### src/rtl/bcd_pkg.sv
// Shared BCD digit definitions for the modulo counter and its digit cells.
package bcd_pkg;
  localparam int BCD_W = 4;
  localparam logic [BCD_W-1:0] BCD_MAX = 4'd9;

  typedef logic [BCD_W-1:0] bcd_t;

  // Per-digit step request; ld takes priority over up/dn inside the digit.
  typedef struct packed {
    logic up;
    logic dn;
    logic ld;
    bcd_t ld_val;
  } dig_ctrl_t;

  function automatic logic bcd_ok(input bcd_t d);
    return d <= BCD_MAX;
  endfunction
endpackage

### src/rtl/bcd_digit.sv
// One registered BCD digit: load, increment with 9->0 wrap, decrement with 0->9 wrap.
module bcd_digit
  import bcd_pkg::*;
(
  input  logic      CLK,
  input  logic      RST,
  input  dig_ctrl_t ctrl_i,
  output bcd_t      digit_o,
  output logic      at_max_o,
  output logic      at_zero_o
);
  bcd_t digit_q, digit_d;

  assign digit_o   = digit_q;
  assign at_max_o  = (digit_q == BCD_MAX);
  assign at_zero_o = (digit_q == '0);

  always_comb begin
    digit_d = digit_q;
    if (ctrl_i.ld)
      digit_d = ctrl_i.ld_val;
    else if (ctrl_i.up)
      digit_d = at_max_o ? '0 : digit_q + 4'd1;
    else if (ctrl_i.dn)
      digit_d = at_zero_o ? BCD_MAX : digit_q - 4'd1;
  end

  always_ff @(posedge CLK) begin
    if (RST) digit_q <= '0;
    else     digit_q <= digit_d;
  end
endmodule

### src/rtl/bcd_mod_counter.sv
// Two-digit BCD up/down counter modulo MOD with load, carry and borrow for chaining.
module bcd_mod_counter
  import bcd_pkg::*;
#(
  parameter int MOD       = 60,
  parameter bit CA_ON_INC = 1'b0
) (
  input  logic       CLK,
  input  logic       RST,
  input  logic       EN,
  input  logic       INC,
  input  logic       DEC,
  input  logic       LD,
  input  logic [3:0] DH,
  input  logic [3:0] DL,
  output logic [3:0] QH,
  output logic [3:0] QL,
  output logic       CA,
  output logic       BO,
  output logic       ERR
);
  localparam int   NUM_DIG = 2;
  localparam int   TOP     = MOD - 1;
  localparam bcd_t TOP_H   = bcd_t'(TOP / 10);
  localparam bcd_t TOP_L   = bcd_t'(TOP % 10);

  generate
    if (MOD < 2 || MOD > 100) begin : g_bad_mod
      $error("bcd_mod_counter: MOD must be in 2..100");
    end
  endgenerate

  dig_ctrl_t [NUM_DIG-1:0] ctrl;
  bcd_t      [NUM_DIG-1:0] dig;
  logic      [NUM_DIG-1:0] at_max, at_zero;

  for (genvar i = 0; i < NUM_DIG; i++) begin : g_dig
    bcd_digit u_dig (
      .CLK      (CLK),
      .RST      (RST),
      .ctrl_i   (ctrl[i]),
      .digit_o  (dig[i]),
      .at_max_o (at_max[i]),
      .at_zero_o(at_zero[i])
    );
  end

  logic up, dn, at_top, at_bot, ld_ok;
  logic err_q, err_d;

  assign up     = EN | INC;
  assign dn     = DEC & ~up;
  assign at_top = (dig[1] == TOP_H) && (dig[0] == TOP_L);
  assign at_bot = at_zero[1] & at_zero[0];

  // Digit-wise range check keeps every compare at 4 bits.
  assign ld_ok = bcd_ok(DH) && bcd_ok(DL) &&
                 ((DH < TOP_H) || ((DH == TOP_H) && (DL <= TOP_L)));

  // Modulus wraps are done as loads so the digits themselves stay mod-10.
  always_comb begin
    ctrl = '0;
    if (LD) begin
      ctrl[1].ld     = 1'b1;
      ctrl[0].ld     = 1'b1;
      ctrl[1].ld_val = ld_ok ? bcd_t'(DH) : '0;
      ctrl[0].ld_val = ld_ok ? bcd_t'(DL) : '0;
    end else if (up && at_top) begin
      ctrl[1].ld = 1'b1;
      ctrl[0].ld = 1'b1;
    end else if (up) begin
      ctrl[0].up = 1'b1;
      ctrl[1].up = at_max[0] & ~at_max[1];
    end else if (dn && at_bot) begin
      ctrl[1].ld     = 1'b1;
      ctrl[0].ld     = 1'b1;
      ctrl[1].ld_val = TOP_H;
      ctrl[0].ld_val = TOP_L;
    end else if (dn) begin
      ctrl[0].dn = 1'b1;
      ctrl[1].dn = at_zero[0];
    end
  end

  assign err_d = LD & ~ld_ok;

  always_ff @(posedge CLK) begin
    if (RST) err_q <= 1'b0;
    else     err_q <= err_d;
  end

  assign QH  = dig[1];
  assign QL  = dig[0];
  assign ERR = err_q;
  assign CA  = at_top & (EN | (CA_ON_INC & INC));
  assign BO  = at_bot & DEC & ~up;
endmodule

### config.mk
export PLATFORM = sky130hd
export DESIGN_NAME = bcd_mod_counter
export DESIGN_NICKNAME = d
export VERILOG_FILES = /design/src/rtl/bcd_pkg.sv /design/src/rtl/bcd_digit.sv /design/src/rtl/bcd_mod_counter.sv
export SDC_FILE = /design/constraint.sdc
export NUM_CORES = 1
export LEC_CHECK = 0
export ABC_AREA = 1
export ABC_CLOCK_PERIOD_IN_PS = 3700
export BUFFER_PORTS_ARGS = -buffer_cell sky130_fd_sc_hd__buf_2
export CAP_MARGIN = 20
export CELL_PAD_IN_SITES_DETAIL_PLACEMENT = 0
export CELL_PAD_IN_SITES_GLOBAL_PLACEMENT = 1
export CORE_ASPECT_RATIO = 1.4
export CORE_MARGIN = 2
export CORE_UTILIZATION = 40
export CTS_BUF_LIST = sky130_fd_sc_hd__clkbuf_4 sky130_fd_sc_hd__clkbuf_8
export DETAILED_ROUTE_END_ITERATION = 10
export PLACE_DENSITY = 0.89
export SETUP_SLACK_MARGIN = 0.02
export SLEW_MARGIN = 20
export SYNTH_ARGS = -nofsm -noshare
export SYNTH_HDL_FRONTEND = slang
export SYNTH_HIERARCHICAL = 1
export SYNTH_SLANG_ARGS = --single-unit
### constraint.sdc
create_clock -name CLK -period 3.7 [get_ports CLK]
set_input_delay 0.74 -clock CLK [delete_from_list [all_inputs] [get_ports CLK]]
set_output_delay 0.74 -clock CLK [all_outputs]
set_load 0.1 [all_outputs]
Word level (Yosys, flattened, before mapping):

Index checks and enable logic that the tools add are counted.

* add/subtract/negate cells: 4
* bitwise logic cells: 11
* $lt $le $gt $ge: 3
* mux-type cells: 31
* equal/unequal tests: 4
* reductions and logical operators: 11

Operator list (number)
* 4-bit two-way mux: 13
* 5-bit two-way mux: 4
* 6-bit two-way mux: 3
* 4-bit by 1-bit adder with 4-bit output (second input constant): 2
* 4-bit by 3-bit == test with 1-bit output (second input constant): 2
* 4-bit == test (second input constant): 2
* 4-bit <= comparator (second input constant): 2
* 4-bit zero test: 2
* 1-bit two-way mux: 8
* 4-bit by 1-bit subtractor with 4-bit output (second input constant): 2
* 1-bit AND: 7
* 1-bit logical AND: 6
* 2-bit two-way mux: 3
* 3-bit nonzero test: 2
* 4-bit by 3-bit < comparator with 1-bit output (second input constant): 1
* 1-bit inverter: 3
* 1-bit logical OR: 1
* 1-bit OR: 1

* input bits: 14
* logic and storage cells: 67
* register bits after elaboration: 9
* output and inout port bits: 11

Logic depth before layout (Yosys ltp):

Gate-level depths: netlist of the first run.

* depth in word-level cells: 11
* depth in mapped cells: 12
* depth with buffers taken out: 12

Cells and area by module:

The synthesis of the first run kept the hierarchy.

By module, submodules not included
* bcd_digit: seq. area each 80.1 um^2, instances 2, cells each 60, area an instance 365.4 um^2
* bcd_mod_counter: seq. area each 20.0 um^2, instances 1, cells each 53, area an instance 307.8 um^2

Least setup slack after synthesis of the first run:

No wires, ideal clock.

* kind: reg-to-output
* start point: register g_dig[1].u_dig.digit_q[0]
* end point: output port CA
* required time: 2960 ps
* cell stages (with the launch flop): 5
* path slack: 332 ps
* path buffers: 0
* data arrival time: 2628 ps
* path through: dfxtp_1 -> nand2_1 -> nor2_1 -> nand2_1 -> nor2_1

* cells in the longest elaborated chain, start to end: 3

RTL lines
* start, declared: RTL line bcd_digit.sv:12 `bcd_t digit_q, digit_d;`
* start signal, assigned: RTL line bcd_digit.sv:30 `else digit_q <= digit_d;`
* 4-bit by 3-bit == test with 1-bit output: RTL line bcd_mod_counter.sv:53 `assign at_top = (dig[1] == TOP_H) && (dig[0] == TOP_L);`
* 1-bit logical AND: RTL line bcd_mod_counter.sv:53
* 1-bit AND: RTL line bcd_mod_counter.sv:95 `assign CA = at_top & (EN | (CA_ON_INC & INC));`
* end, declared: RTL line bcd_mod_counter.sv:18 `output logic CA,`

No other way between the ends.

Worst setup path in the final report of the first run:

* start point: register g_dig[0].u_dig.digit_q[0]
* end point: output port BO

* cells in the longest elaborated chain, start to end: 4

RTL lines
* start, declared: RTL line bcd_digit.sv:12
* start signal, assigned: RTL line bcd_digit.sv:30
* 4-bit zero test: RTL line bcd_digit.sv:16 `assign at_zero_o = (digit_q == '0);`
* named net at_zero[0]: RTL line bcd_mod_counter.sv:35 `logic [NUM_DIG-1:0] at_max, at_zero;`
* 1-bit AND: RTL line bcd_mod_counter.sv:54 `assign at_bot = at_zero[1] & at_zero[0];`
* 1-bit AND (2 in a row): RTL line bcd_mod_counter.sv:96 `assign BO = at_bot & DEC & ~up;`
* end, declared: RTL line bcd_mod_counter.sv:19 `output logic BO,`

The timed path passes the listed nets, and every way through them passes these cells.

==> impl_metrics.toml, run 1 <==
[run_status]
outcome = "completed"

[global_route]
grt_usage = 0.1808
antenna_found_initial = 0
grt_overflow_total = 0
grt_max_degree = 10
grt_pass1_wl_um = 4064
grt_pass1_vias = 1024

[pwr]
leakagePower_uw = 0.0006377
power_density_nw_per_um2 = 323.7
vdd_drop_max_mv = 0.2063
fin_total_pwr_uw = 397.0

[sta]
slew_viol_final = 0
finalHoldViolCount = 0
finalSetupTns_ns = 0
period_needed_ns = 2.487
max_freq_ghz = 0.4022
clock_skew_ns = 0.0006620
setup_viol = 0
rsz0062_at_grt = "no"
fin_crit_sh = 0.6721
timing.hold.ws_ns = 0.5765

[critical_path]
regToRegEndpoint = "g_dig[1].u_dig/digit_o[1]"
r2r_start = "g_dig[0].u_dig/digit_o[0]"
reg2reg_slack_ns = 1.81
endpoint_kind = "output pin"
start_kind = "register"
required_ns = 2.96
crit_fanout = 8
startpoint = "g_dig[0].u_dig/digit_o[0]"
crit_type = "register to output pin"
cp-endpoint = "BO"
cp_data_arrival_time_ns = 1.75
ff2ff_path_depth = 12

[clock_network]
cts_tree = "built"
holdBufCountCts = 0
cts_root_buf = "clkbuf_4"
ctsLongestPathBuffers = 2
post_cts_buffers = 0
h-tree-depth = 1
cts_buffers = 3
clkSlewWorstSetupHoldPaths_ns = 0.06
cts.sinks = 9
ctsResizeCount = 0
clkLatencyLatePin_ns = 0.26

[synthesis]
synthFlopType = "dfxtp_1"
synth_area_leaders = "nand2_1 (19%), dfxtp_1 (17%), nor2_1 (9.8%)"
ys_warn_count = 6
yosysTopAreaCellShare = 0.1880
synth_mux_area_frac = 0
syn_nets = 187
synth_top_family_by_area = "simple AND/OR/NAND/NOR gates"
synthArstFlopShare = 0
ys_ff_latch = 9
syn_area_per_cell_sq_um = 6.003
synth_simple_gate_area_frac = 0.5398
synthCells = 173
yosysMostFrequentCell = "nand2_1"
synth-seq-area-share = 0.1735
synth.distinct_cells = 27
synth_area_sq_um = 1038
ys_top_cells_by_count = "nand2_1 (52), nor2_1 (27), nand3_1 (17), inv_1 (13), dfxtp_1 (9)"
synth_edf_count = 0
yosys.area_share.xor_xnor = 0.01687
synth-compound-area-share = 0.1277
synthAdderAreaFrac = 0
synth_area_leader_cell = "nand2_1"

[placement]
dpl_cell_area_sq_um = 1196
place.gp.congestion = 0.8044
dp_hpwl_um = 2079
io_buffers = 24

[detailed_routing]
num_vias = 1153
dr.pass1.iters = 4
ant_nets = 0
drt_iter0_markers = 17
drc = 0
wl_per_cell_um = 10.52
drt_wl_total_um = 2461
vias_per_cell = 4.927

[die]
boundaryPins = 25
core_sq_um = 2417
std_cell_rows = 21
design.die.area_sq_um = 3026
die_h_um = 64.29
start_util = 0.4296
die_x_um = 47.07

[cells_and_area]
antennaDiodeCount = 0
utilization = 0.5072
finish.instance_area_sq_um = 1226
fin_nets = 215
drive_above_1_share = 0.3100
area_delta_synth_final_pct = 18.07

[min_path]
hold_start = "g_dig[1].u_dig/digit_o[3]"
hp-class = "register to register"

[flow_run]
maxCapViolations = 0
state kept, by name (all words and copies together) (netlist names):
| signal | flops |
|---|---|
| g_dig.u_dig/digit_o | 8 |
| ERR | 1 |
kinds of logic (layout without fill, tap and decap cells):
group,Yosys count,in the layout
and+or+nand+nor,118,118
xor gates and xnor gates,2,2
buffers and inverters,23,50
DFF,9,9
AOI/OAI and AO/OA,20,20
other,1,1
metrics by stage:
step	setup slack, ns	instances
3_3_place_gp	1.331	230
6_report	1.213	234
5_1_grt	1.073	234
3_5_place_dp	1.322	230
2_1_floorplan	0.3317	173
4_1_cts	1.185	234
placed cells by master, fill, tap and decap left out:
master    netlist  layout
nor3b_2         1       1
bufinv_8        4       4
clkinv_2        1       1
or2_4           2       2
nand3b_1        1       1
o21ai_1         2       2
buf_2           1      24
o21ai_2         5       5
a21oi_1         6       6
nor2_2          8       8
o21ai_0         2       2
dfxtp_1         9       9
xor2_1          2       2
nand2_4         2       2
nand2_1        52      52
nand3_1        17      17
conb_1          1       1
nand4_1         2       2
nor2_4          1       1
clkbuf_4        0       4
a21oi_2         1       1
nor2_8          1       1
a211oi_1        2       2
inv_2           4       4
nand2_2         4       4
o211ai_1        2       2
inv_1          13      13
nor2_1         27      27
routing by layer:
| layer | up-vias | global-route usage | part of all wire |
|---|---|---|---|
| met5 | - | 0 | 0 |
| met4 | 0 | 0.05208 | 0.0033 |
| met3 | 2 | 0.04237 | 0.031 |
| met2 | 18 | 0.3459 | 0.58 |
| met1 | 529 | 0.1772 | 0.39 |
| li1 | 604 | - | - |
final cells by class:
cell class,instances,area (sq um)
clock buffers,4,30.03
well taps,34,42.54
inverters,22,138.9
fillers,286,1191
flip-flops and latches,9,180.2
multi-input cells,141,714.4
repair buffers,24,120.1
power breakdown:
group,internal (uW),switching (uW)
Combinational,56.8,135
Clock,48.9,35.0
Sequential,105,16.4
worst min path at each step:
stage                                endpoint  cells past startpoint
finish              g_dig[1].u_dig/digit_o[3]                      2
global route        g_dig[1].u_dig/digit_o[2]                      2
CTS                 g_dig[1].u_dig/digit_o[2]                      2
detailed placement  g_dig[1].u_dig/digit_o[2]                      2
global placement    g_dig[1].u_dig/digit_o[3]                      2
floorplan           g_dig[0].u_dig/digit_o[1]                      1
worst max-delay path: stages, from the launching register on:
cell,delay [ns]
dfxtp_1,0.39
nor2_2,0.20
nand3_1,0.11
inv_1,0.10
nand2_2,0.10
nor2_8,0.14
buf_2,0.44
(Power assumes the default switching activity.)
==> run 2: changes to the inputs <==
--- a/config.mk
+++ b/config.mk
@@ -5,18 +5,18 @@
 export SDC_FILE = /design/constraint.sdc
 export NUM_CORES = 1
 export LEC_CHECK = 0
-export ABC_AREA = 1
-export ABC_CLOCK_PERIOD_IN_PS = 3700
+export ABC_AREA = 0
+export ABC_CLOCK_PERIOD_IN_PS = 2600
 export BUFFER_PORTS_ARGS = -buffer_cell sky130_fd_sc_hd__buf_2
 export CAP_MARGIN = 20
 export CELL_PAD_IN_SITES_DETAIL_PLACEMENT = 0
 export CELL_PAD_IN_SITES_GLOBAL_PLACEMENT = 1
 export CORE_ASPECT_RATIO = 1.4
 export CORE_MARGIN = 2
-export CORE_UTILIZATION = 40
+export CORE_UTILIZATION = 38
 export CTS_BUF_LIST = sky130_fd_sc_hd__clkbuf_4 sky130_fd_sc_hd__clkbuf_8
 export DETAILED_ROUTE_END_ITERATION = 10
-export PLACE_DENSITY = 0.89
+export PLACE_DENSITY = 0.84
 export SETUP_SLACK_MARGIN = 0.02
 export SLEW_MARGIN = 20
 export SYNTH_ARGS = -nofsm -noshare
==> constraint.sdc (replaced) <==
create_clock -name CLK -period 2.6 [get_ports CLK]
set_input_delay 0.52 -clock CLK [delete_from_list [all_inputs] [get_ports CLK]]
set_output_delay 0.52 -clock CLK [all_outputs]
set_load 0.1 [all_outputs]
==> run 2 against run 1 <==
  * Count of clock-buffer cells in the layout stayed put
  * Via count decreased by 13%
  * Sequential cell count is the same
  * Register-to-register slack lost 1.4 ns
  * Clock power is 41% higher
  * Wire length shrank 7.7%
  * Non-clock buffer count is 6 higher
  * Sequential power grew 40%
  * Sequential share of layout area up 2.7 points
  * Critical endpoint unchanged
  * Highest routed layer unchanged
==> impl_metrics.toml, run 2 <==
[run_status]
outcome = "completed"

[clock_network]
clkLatencyLatePin_ns = 0.26
cts_root_buf = "clkbuf_4"
ctsResizeCount = 0
clkSlewWorstSetupHoldPaths_ns = 0.06
post_cts_buffers = 0
cts.sinks = 9
h-tree-depth = 1
holdBufCountCts = 0
cts_buffers = 3
ctsLongestPathBuffers = 2
cts_tree = "built"

[critical_path]
crit_buf_inv = 1
crit_fanout = 10
path_cells = "nor4_2, and4_4, buf_2"
required_ns = 2.08
endpoint_kind = "output pin"
crit_slowest_cell = "nor4_2"
cpPeakStageDelay_ns = 0.46
crit_family = "simple AND/OR/NAND/NOR gates"
start_kind = "register"
crit_type = "register to output pin"
cp_data_arrival_time_ns = 1.81

[die]
core_sq_um = 2202
boundaryPins = 25
start_util = 0.4097
die_h_um = 61.65
design.die.area_sq_um = 2785
die_x_um = 45.18
std_cell_rows = 20

[cells_and_area]
largest_register_ffs = 8
final_common_cell = "buf_2"
fin_nets = 163
antennaDiodeCount = 0
most-common-layout-cells = "buf_2 (24), a21oi_1 (11), nor2_1 (10), nor3_1 (10), nor4_1 (9)"
drive_above_1_share = 0.3716
seq_area_sq_um = 190.2
fill_cells = 243
area_delta_synth_final_pct = 21.50
multiInputGateArea_sq_um = 668.1
finish.instance_area_sq_um = 1096
final_cell_count_no_fill = 170

[synthesis]
synth_edf_count = 0
ys_warn_count = 6
synthCells = 125
ys_top_cells_by_count = "a21oi_1 (11), nor4_1 (11), nor2_1 (10), nor3_1 (10), dfxtp_1 (9)"
syn_nets = 139
synth_area_sq_um = 902.1
syn_area_per_cell_sq_um = 7.217
synth.distinct_cells = 33
ys_ff_latch = 9
synth_area_leader_cell = "dfxtp_1"
synthArstFlopShare = 0
yosysTopAreaCellShare = 0.1997
synthFlopType = "dfxtp_1"
synth-seq-area-share = 0.1997
synth_area_leaders = "dfxtp_1 (20%), nor4_1 (7.6%), a21oi_1 (6.1%)"

[detailed_routing]
num_vias = 1000
drc = 0
wl_per_cell_um = 13.36
drt_iter0_markers = 11
drt_wl_total_um = 2271
ant_nets = 0
vias_per_cell = 5.882
dr.pass1.iters = 4

[pwr]
fin_total_pwr_uw = 454.3
internal_power_uw = 270.7
switching_power_uw = 183.7
vdd_drop_max_mv = 0.3673
power_frac_comb = 0.367
p_sw_frac = 0.4043
seq_power_share = 0.372
power_density_nw_per_um2 = 414.5
leakagePower_uw = 0.0004489
clkPwrFrac = 0.260

[placement]
dpl_cell_area_sq_um = 1066
io_buffers = 24
dp_hpwl_um = 1677
placed_cells = 166
place.gp.congestion = 0.7927

[global_route]
top_usage_layer = "met2"
grt_max_degree = 23
grt_usage = 0.1848
grt_overflow_total = 0
grtUsageMet3 = 0.04399
antenna_found_initial = 0
grt_pass1_wl_um = 3801
grtUsageMet2 = 0.3327
met1_usage = 0.2145
grt_pass1_vias = 841

[sta]
finalHoldViolCount = 0
finalSetupTns_ns = 0
fin_crit_sh = 0.8973
slew_viol_final = 0
max_freq_ghz = 0.4286
rsz0062_at_grt = "no"
clock_skew_ns = 0.0006517
setup_viol = 0
period_needed_ns = 2.333

[flow_run]
maxCapViolations = 0

[min_path]
hp-class = "input port to register"
==> run 2: power groups by stage <==
stage / Sequential [uW] / Clock, uW / Combinational, uW
finish: 169 / 118 / 167
global route: 171 / 131 / 180
CTS: 169 / 122 / 168
detailed placement: 172 / 0 / 168
global placement: 171 / 0 / 166
floorplan: 215 / 0 / 88.1
==> run 2: layer usage <==
layer  wire length (um)  vias to the layer above
met4                 19                        0
met2               1241                       25
met1                934                      459
li1                   -                      514
met3                 75                        2
met5                  0                        -
==> run 2: worst register-to-register path, stage by stage (launching register included) <==
cell and delay [ns]:
dfxtp_2 0.46, nand4bb_1 0.16, nor2_1 0.19, nor3_1 0.06, buf_4 0.17, or4b_1 0.50
a311oi_1 0.39, a2111oi_2 0.08
==> run 2: path summary, 6_finish.rpt <==
check / startpoint / to / slack, ns / cells past startpoint
hold / removal: RST / g_dig[0].u_dig/digit_o[1] / 0.55 / 2
setup / recovery: g_dig[1].u_dig/digit_o[3] / BO / 0.27 / 3
setup reg to reg: g_dig[0].u_dig/digit_o[0] / g_dig[0].u_dig/digit_o[2] / 0.45 / 7
hold reg to reg: g_dig[1].u_dig/digit_o[3] / g_dig[1].u_dig/digit_o[3] / 0.69 / 2
==> run 2: logic make-up after synthesis <==
group	share of synthesized area
AO/OA/AOI/OAI	0.2469
other	0.004157
XOR/XNOR	0.01942
flip-flops	0.1997
AND/OR/NAND/NOR	0.4480
buffers and inverters	0.08183
==> run 2: per-stage QoR <==
step / setup slack, ns / hold slack, ns / util
4_1_cts: 0.2458 / 0.5437 / 0.4977
6_report: 0.2670 / 0.5456 / 0.4977
3_3_place_gp: 0.07850 / 0.6724 / 0.4841
3_5_place_dp: 0.07470 / 0.6740 / 0.4841
5_1_grt: 0.1819 / 0.5615 / 0.4977
2_1_floorplan: 0.03100 / 0.5817 / -
==> run 2: cell type report <==
cell class / instances / share of cell area
tap: 22 / 0.02511
clock buffer: 4 / 0.02740
sequential: 9 / 0.1735
inverter: 4 / 0.01370
multi-input combinational: 101 / 0.6096
timing repair buffer: 30 / 0.1507
==> run 3: changes to the inputs <==
--- a/config.mk
+++ b/config.mk
@@ -13,13 +13,12 @@
 export CELL_PAD_IN_SITES_GLOBAL_PLACEMENT = 1
 export CORE_ASPECT_RATIO = 1.4
 export CORE_MARGIN = 2
-export CORE_UTILIZATION = 38
-export CTS_BUF_LIST = sky130_fd_sc_hd__clkbuf_4 sky130_fd_sc_hd__clkbuf_8
+export CORE_UTILIZATION = 35
+export CTS_BUF_LIST = sky130_fd_sc_hd__clkbuf_4 sky130_fd_sc_hd__clkbuf_8 sky130_fd_sc_hd__clkbuf_16
 export DETAILED_ROUTE_END_ITERATION = 10
-export PLACE_DENSITY = 0.84
+export PLACE_DENSITY = 0.79
 export SETUP_SLACK_MARGIN = 0.02
 export SLEW_MARGIN = 20
 export SYNTH_ARGS = -nofsm -noshare
 export SYNTH_HDL_FRONTEND = slang
-export SYNTH_HIERARCHICAL = 1
 export SYNTH_SLANG_ARGS = --single-unit
==> run 3 against run 2 <==
  * Die area down 0.43%
  * Worst hold slack lost 0.035 ns
  * Sequential power about the same
  * Global-route usage down 1.3 points
  * Combinational power grew 23%
  * Sequential share of layout area rose by 1.2 points
  * Critical path type unchanged
==> impl_metrics.toml, run 3 <==
[critical_path]
required_ns = 2.08
ff2ff_path_depth = 5
crit_type = "register to output pin"
endpoint_kind = "output pin"
crit_fanout = 10
start_kind = "register"
cp_data_arrival_time_ns = 2.01

[synthesis]
yosysTopAreaCellShare = 0.2179
synth_mux_area_frac = 0
synth_edf_count = 0
ys_ff_latch = 9
syn_nets = 126
synth-seq-area-share = 0.2179
synth_area_sq_um = 827.0
synth_area_leader_cell = "dfxtp_1"
syn_area_per_cell_sq_um = 7.384
ys_top_cells_by_count = "nand2_1 (12), nor2_1 (12), clkbuf_1 (9), dfxtp_1 (9), o21ai_0 (7)"
synthFlopType = "dfxtp_1"
ys_warn_count = 0
synthArstFlopShare = 0
yosys.area_share.xor_xnor = 0.04236
synth.distinct_cells = 38
synth_area_leaders = "dfxtp_1 (22%), a311oi_1 (6.4%), nand2_1 (5.4%)"
synthAdderAreaFrac = 0
synthCells = 112
synth_top_family_by_area = "simple AND/OR/NAND/NOR gates"
synth_simple_gate_area_frac = 0.3449
synth-compound-area-share = 0.3147

[cells_and_area]
final_cell_count_no_fill = 153
area_delta_synth_final_pct = 20.57
fill_cells = 243
most-common-layout-cells = "buf_2 (23), nand2_1 (12), nor2_1 (12)"
finish.instance_area_sq_um = 997.2
antennaDiodeCount = 0
drive_above_1_share = 0.3206
final_common_cell = "buf_2"
largest_register_ffs = 8
fin_nets = 146
utilization = 0.4528

[min_path]
whs_path_depth = 3
hp-class = "input port to register"

[placement]
place.gp.congestion = 0.8177
dp_hpwl_um = 1646
io_buffers = 24
placed_cells = 149
dpl_cell_area_sq_um = 967.2
dp_slack_ns = 0.1490

[clock_network]
h-tree-depth = 1
cts_tree = "built"
post_cts_buffers = 0
cts_buffers = 3
ctsLongestPathBuffers = 2
holdBufCountCts = 0
cts_root_buf = "clkbuf_4"
ctsResizeCount = 0
clkLatencyLatePin_ns = 0.26
cts.sinks = 9
clkSlewWorstSetupHoldPaths_ns = 0.06

[pwr]
power_frac_comb = 0.413
switching_power_uw = 212.2
power_density_nw_per_um2 = 496.5
clkPwrFrac = 0.243
leakagePower_uw = 0.0004158
seq_power_share = 0.344
fin_total_pwr_uw = 495.1
vdd_drop_max_mv = 0.2454
p_sw_frac = 0.4286
internal_power_uw = 282.9

[detailed_routing]
drc = 0
ant_nets = 0
vias_per_cell = 5.830
drt_wl_total_um = 2133
drt_iter0_markers = 22
wl_per_cell_um = 13.94
num_vias = 892
dr.pass1.iters = 4

[global_route]
grt_usage = 0.1713
grt_pass1_wl_um = 3519
grt_overflow_total = 0
antenna_found_initial = 0
grt_pass1_vias = 811
grt_max_degree = 16

[die]
core_sq_um = 2202
boundaryPins = 25
die_h_um = 61.52
die_x_um = 45.09
start_util = 0.3756
std_cell_rows = 20
design.die.area_sq_um = 2773

[sta]
worst_slew_pin_slew_ns = 0.4866
slew_viol_final = 0
finalHoldViolCount = 0
slew_headroom = 0.6779
clock_skew_ns = 0.008438
max_freq_ghz = 0.3956
rsz0062_at_grt = "no"
fin_crit_sh = 0.9722
setup_viol = 0
period_needed_ns = 2.528
setup_slack_ns = 0.07232

[run_status]
outcome = "completed"

[flow_run]
maxCapViolations = 0
run 3: changes by cell type after synthesis, moves of 5 or more:
cell and change:
nor4_1 -10, a21oi_1 -8, nor3_1 -8, nand2_1 +5
run 3: final cells by class:
| cell class | instances | area, sq um | share of cell area |
|---|---|---|---|
| Clock buffer | 4 | 30.03 | 0.03011 |
| Inverter | 3 | 15.01 | 0.01506 |
| Multi-Input combinational cell | 88 | 581.8 | 0.5834 |
| Sequential cell | 9 | 185.2 | 0.1857 |
| Tap cell | 22 | 27.53 | 0.02760 |
| Timing Repair Buffer | 27 | 157.7 | 0.1581 |
run 3: cells by family after synthesis:
logic type      after synthesis
simple gates                 49
compound gates               35
buf+inv                      15
flops                         9
xor+xnor                      4
run 3: worst max-delay path, stage by stage, from the launching register on:
cell and delay [ns]:
dfxtp_2 0.37, or4b_4 0.52, or4b_4 0.58, clkinvlp_4 0.11, buf_12 0.17
run 3: per-layer routing:
metal | share of wire | track usage
met4 | 0 | 0.06303
met3 | 0.047 | 0.03519
met5 | 0 | 0
met2 | 0.53 | 0.3041
met1 | 0.42 | 0.1989
run 3: power by group through the flow:
stage,sequential (uW),combinational (uW),clock (uW)
6_report,170,205,120
2_1_floorplan,235,101,0
5_1_grt,173,221,136
3_3_place_gp,172,204,0
3_5_place_dp,173,205,0
4_1_cts,170,206,126
run 3: through the flow:
| stage | hold WS, ns | TNS, ns |
|---|---|---|
| 6_report | 0.5108 | 0 |
| 5_1_grt | 0.5133 | 0 |
| 4_1_cts | 0.5017 | 0 |
| 3_5_place_dp | 0.5647 | 0 |
| 3_3_place_gp | 0.5586 | 0 |
| 2_1_floorplan | 0.6503 | -0.03488 |
run 3: path summary, 6_finish.rpt:
kind                        startpoint                         to  slack, ns
max          g_dig[0].u_dig.digit_o[2]                         BO       0.07
min                              DL[3]  g_dig[0].u_dig.digit_o[3]       0.51
min reg2reg  g_dig[0].u_dig.digit_o[2]  g_dig[0].u_dig.digit_o[2]       0.57
max reg2reg  g_dig[0].u_dig.digit_o[2]  g_dig[1].u_dig.digit_o[2]       0.63
